==> src/rtl/conv_window_sequencer.sv <==
// Sequences one convolution pass: captures a 6x6 binary image, issues 3x3 windows to a MAC, drains the 4x4 results.
// Latency: start->first row 1 cycle, 2 cycles per window (issue + result), 1 cycle per drained result; 55 cycles minimum.
// Backpressure: row_ready only in LOAD, windows held until win_ready, results held until out_ready; WAIT stalls on res_valid.
module conv_window_sequencer #(
  parameter int IMG = 6,
  parameter int K = 3,
  parameter int RW = 8,
  localparam int OUT = IMG - K + 1,
  localparam int NWIN = OUT * OUT,
  localparam int IW = $clog2(NWIN)
) (
  input  logic           clk,
  input  logic           rst_n,
  input  logic           start,
  input  logic           row_valid,
  input  logic [IMG-1:0] row_data,
  output logic           row_ready,
  output logic           win_valid,
  output logic [K*K-1:0] win_data,
  output logic [IW-1:0]  win_idx,
  input  logic           win_ready,
  input  logic           res_valid,
  input  logic [RW-1:0]  res_data,
  output logic           out_valid,
  output logic [RW-1:0]  out_data,
  output logic [IW-1:0]  out_idx,
  input  logic           out_ready,
  output logic           busy,
  output logic           done
);

  // Pixel addressing width and row counter width (counter must reach IMG).
  localparam int AW  = $clog2(IMG);
  localparam int RCW = $clog2(IMG + 1);

  localparam logic [2:0] S_IDLE  = 3'd0;
  localparam logic [2:0] S_LOAD  = 3'd1;
  localparam logic [2:0] S_ISSUE = 3'd2;
  localparam logic [2:0] S_WAIT  = 3'd3;
  localparam logic [2:0] S_DRAIN = 3'd4;

  logic [2:0]     state;
  logic [RCW-1:0] row_cnt;
  logic [IW-1:0]  win_cnt;
  logic [IW-1:0]  out_cnt;

  // Image and result storage; every entry is rewritten before it is read in a pass, so no reset.
  logic [IMG-1:0] img    [IMG];
  logic [RW-1:0]  result [NWIN];

  // Window origin decoded from the raster window counter.
  logic [AW-1:0] wr;
  logic [AW-1:0] wc;
  assign wr = AW'(int'(win_cnt) / OUT);
  assign wc = AW'(int'(win_cnt) % OUT);

  // Pass-level FSM and counters; done is a registered one-cycle pulse on the final drain handshake.
  always_ff @(posedge clk) begin
    if (!rst_n) begin
      state   <= S_IDLE;
      row_cnt <= '0;
      win_cnt <= '0;
      out_cnt <= '0;
      done    <= 1'b0;
    end else begin
      done <= 1'b0;
      case (state)
        S_IDLE: begin
          if (start) begin
            state   <= S_LOAD;
            row_cnt <= '0;
            win_cnt <= '0;
          end
        end
        S_LOAD: begin
          if (row_valid) begin
            row_cnt <= row_cnt + 1'b1;
            if (row_cnt == RCW'(IMG - 1)) begin
              state   <= S_ISSUE;
              win_cnt <= '0;
            end
          end
        end
        S_ISSUE: begin
          if (win_ready) state <= S_WAIT;
        end
        S_WAIT: begin
          if (res_valid) begin
            if (win_cnt == IW'(NWIN - 1)) begin
              state   <= S_DRAIN;
              out_cnt <= '0;
            end else begin
              win_cnt <= win_cnt + 1'b1;
              state   <= S_ISSUE;
            end
          end
        end
        S_DRAIN: begin
          if (out_ready) begin
            if (out_cnt == IW'(NWIN - 1)) begin
              state <= S_IDLE;
              done  <= 1'b1;
            end else begin
              out_cnt <= out_cnt + 1'b1;
            end
          end
        end
        default: state <= S_IDLE;
      endcase
    end
  end

  // Row capture during LOAD; row_ready is exactly the LOAD state so the handshake reduces to row_valid.
  always_ff @(posedge clk) begin
    if (rst_n && state == S_LOAD && row_valid) img[row_cnt[AW-1:0]] <= row_data;
  end

  // Result capture only while waiting on the MAC; res_valid elsewhere is ignored.
  always_ff @(posedge clk) begin
    if (rst_n && state == S_WAIT && res_valid) result[win_cnt] <= res_data;
  end

  // Window extraction, forced to zero outside ISSUE so idle outputs are clean.
  always_comb begin
    win_data = '0;
    if (state == S_ISSUE) begin
      for (int r = 0; r < K; r++) begin
        for (int c = 0; c < K; c++) begin
          win_data[r*K+c] = img[AW'(int'(wr) + r)][AW'(int'(wc) + c)];
        end
      end
    end
  end

  assign row_ready = (state == S_LOAD);
  assign win_valid = (state == S_ISSUE);
  assign win_idx   = (state == S_ISSUE) ? win_cnt : '0;
  assign out_valid = (state == S_DRAIN);
  assign out_data  = (state == S_DRAIN) ? result[out_cnt] : '0;
  assign out_idx   = (state == S_DRAIN) ? out_cnt : '0;
  assign busy      = (state != S_IDLE);

endmodule

==> config.mk <==
export PLATFORM = sky130hd
export DESIGN_NAME = conv_window_sequencer
export DESIGN_NICKNAME = d
export VERILOG_FILES = /design/src/rtl/conv_window_sequencer.sv
export SDC_FILE = /design/constraint.sdc
export NUM_CORES = 1
export LEC_CHECK = 0
export ABC_AREA = 1
export CORE_MARGIN = 2
export CORE_UTILIZATION = 35
export CTS_CLUSTER_SIZE = 10
export DETAILED_ROUTE_END_ITERATION = 10
export PLACE_DENSITY = 0.63
export SLEW_MARGIN = 40
export SYNTH_ARGS = -nofsm -noshare
export SYNTH_HDL_FRONTEND = slang
export SYNTH_SLANG_ARGS = --single-unit
==> constraint.sdc <==
create_clock -name clk -period 3.6 [get_ports clk]
set_input_delay 0.72 -clock clk [delete_from_list [all_inputs] [get_ports clk]]
set_output_delay 0.72 -clock clk [all_outputs]
set_load 0.03 [all_outputs]
==> impl_results.md <==
- RR Endpoint: result[10][4]$_DFFE_PP_
- Die area: 0.0249 sq mm
- Max Root-Sink Buffers: 2
- Hold Crit Class: reg -> reg
- Drt total wl: 20700 um
- DRT Pass-1 Iters: 7
- Antenna violations before repair: 0
- Io pins: 51
- Worst-path clk slew: 0.07 ns
- Area share of the largest cell type after synthesis: 59.4%
- GRT Resource Usage Total: 17.2%
- Logic pwr share: 17.7%
- Switching portion of total power: 31.2%
- Setup crit end kind: output port
- PD cells: 532 mW/mm^2
- Sw Pwr: 1.66 mW
- Filler cell count: 2192
- First-pass GRT wire length: 32000 um
- Total number of H-tree levels: 4
- Synth cell count leaders: edfxtp_1 (164), nand2_1 (131), nor2_1 (105)
- Initial core utilization: 35.5%
- Final-report hold violation count: 0
- Syn Area/Cell: 10.5 sq um
- GPL Wtd Cong: 0.868
- CP Data Arrival Time: 2.73 ns
- Die span in y: 158 um
- Top_reg_cell synth: edfxtp_1
- Crit Path Max Fanout: 33
- Drc violations: 0
- Clk root buf: clkbuf_16
- Synth unique cells: 35
- Critical-path cell list: buf_4 > inv_1 > buf_4 > o21ai_0 > o221ai_1 > o211ai_1 > a21oi_1 > clkdlybuf4s50_1
- Post-CTS Setup Inserts: 0
- Reg area: 0.00535 sq mm
- Die Wd: 158 um
- Async SR Flop Fraction: 0%
- Clock share of power: 36.7%
- Sequential share of the synthesized area: 64.5%
- Most frequent cell after synthesis: edfxtp_1
- Share of cells above drive strength 1: 11.0%
- Largest net degree at the start of global routing: 45
- Setup Skew: 0.0136 ns
- Status: finished clean
- Place WS: 0.582 ns
- 1st-iter DRT viols: 645
- R2R setup slack: 1.42 ns
- Min Tclk post-route: 3.45 ns
- Setup TNS: 0 ns
- Req. time, crit path: 2.88 ns
- Final Util: 42.7%
- Area Overhead vs Synth: 20.3%
- Crit-path max cell delay: 0.72 ns
- Unrepaired setup endpoints after global routing: no
- Crit-path most repeated cell: buf_4
- Sequential share of power: 45.6%
- Maximum vdd ir drop: 0.000337 V
- PostCTS Resize Cnt: 0
- CTS Hold Bufs: 0
- Slew at the pin closest to its max-slew limit: 0.755 ns
- Clock Sinks: 185
- Ys Warns: 0
- Max Cap Viol: 0
- Finished Layout Cells: 1189
- R2R depth: 4
- Mapped Cells: 790
- Area contributors post-synth: edfxtp_1 (59%), nand2_1 (5.9%), dfxtp_1 (5.1%)
- EDFF count, synth: 164
- Startpoint types: flip-flop
- Endpoints failing setup: 0
- Post-DP HPWL: 14000 um
- Avg WL per Cell: 17.4 um
- Register bit total from synthesis: 185
- Routed Antenna Nets: 0
- Clock latency at the later pin of the worst-skew pair: 0.45 ns
- Num CTS Buffers: 17
- Multi-input gate area: 0.00260 sq mm
- Dominant cell type by area after synthesis: edfxtp_1
- Port Buffers: 50
- Nets: 889
- CTS tree: built
- Leak: 3.50 nW
- Cell count of the worst hold path: 2
- Achievable Freq: 0.290 GHz
- DR vias/cell: 5.22
- Hold EP: row_cnt[0]$_SDFFE_PN0P_
- Final setup margin: 0.149 ns
- Vias in the first global route: 5879
- Final Slew Violations: 0
- Crit-path slowest cell: clkdlybuf4s50_1
- Hold path start: row_cnt[0]$_SDFFE_PN0P_
- Final period utilization: 95.9%
- Internal power: 3.65 mW
- Row count: 56
- Worst slew margin: 49.5%
- Grt ovf: 0
- Post-Synthesis Cell Area: 0.00829 sq mm
- Crit Path Class: reg -> out
- ANT cells: 0
- R2R Path Start: state[1]$_SDFFE_PN0P_
- Syn_nets: 822
- Total vias in the final route: 6208
- Core Footprint: 0.0233 sq mm
- Placed cell count: 1157
[state kept, by name, summed over array words and instances, names as in the netlist, named ones only]
register	count
result	128
img	36
out_cnt	4
win_cnt	4
row_cnt	3
state	3
done	1
[cell usage in the layout (no fill, tap or decap), types with 3 or more instances in the layout]
| cell | instances |
|---|---|
| a21oi_1 | 34 |
| buf_12 | 3 |
| buf_4 | 40 |
| clkbuf_16 | 17 |
| clkdlybuf4s50_1 | 42 |
| clkinv_8 | 4 |
| dfxtp_1 | 20 |
| edfxtp_1 | 164 |
| ha_1 | 11 |
| inv_1 | 41 |
| inv_12 | 4 |
| inv_2 | 7 |
| inv_8 | 4 |
| nand2_1 | 131 |
| nand2_2 | 3 |
| nand3_1 | 58 |
| nor2_1 | 105 |
| nor2_4 | 3 |
| nor3_1 | 8 |
| nor3b_1 | 4 |
| o211ai_1 | 13 |
| o21ai_0 | 81 |
| o21ai_1 | 11 |
| o221ai_1 | 21 |
| o22ai_1 | 14 |
| xor2_1 | 4 |
[kinds of logic (layout without fill, tap and decap cells)]
family	Yosys count	after routing	share of synthesized area, %
compound gates	180	180	12.6
xor+xnor	4	4	0.423
fa+ha+maj	11	11	1.66
buf+inv	89	169	4.14
flops	185	185	64.5
simple gates	321	321	16.7
[critical path: cells and delay by family (launching register included)]
family | cells | cell delay, ns
flip-flops | 1 | 0.31
buffers and inverters | 4 | 1.26
AO/OA/AOI/OAI | 4 | 0.70
[layout make-up]
cell class,count,share of cell area (%)
inverters,50,1.88
clock inverters,15,2.02
flip-flops and latches,185,53.7
multi-input cells,516,26.1
repair buffers,87,8.08
well taps,319,4.00
clock buffers,17,4.27
[metrics by stage]
stage	instance area (sq um)	power (mW)	hold slack, ns
finish	9970	5.30	0.542
global route	9970	5.51	0.581
CTS	9960	5.33	0.543
detailed placement	9330	3.40	0.532
global placement	9330	3.40	0.532
floorplan	8290	3.08	0.488
[metal layers]
metal | track usage, % | up-vias | part of all wire [%]
met4 | 5.41 | 0 | 1.6
met2 | 28.9 | 243 | 49
met1 | 22.3 | 2994 | 44
li1 | - | 2944 | -
met5 | 0 | - | 0
met3 | 3.42 | 27 | 5.8
[worst max path at each step]
stage,start,to,slack [ns],cells past startpoint
global placement,state[1]$_SDFFE_PN0P_,win_data[8],0.58,7
global route,flip-flop,out_data[5],0.03,8
floorplan,win_cnt[0]$_SDFFE_PN0P_,win_data[1],0.77,9
CTS,flip-flop,out_data[5],0.13,8
detailed placement,rst_n,result[10][5]$_DFFE_PP_,0.58,5
finish,flip-flop,out_data[2],0.15,8
[power by group through the flow]
stage | sequential (mW) | clock, mW | combinational, mW
final | 2.42 | 1.95 | 0.939
after detailed placement | 2.47 | 0 | 0.933
after floorplan | 2.46 | 0 | 0.619
after global routing | 2.42 | 2.06 | 1.03
after CTS | 2.42 | 1.98 | 0.939
after global placement | 2.47 | 0 | 0.933
Power figures use the tool's default switching activity.
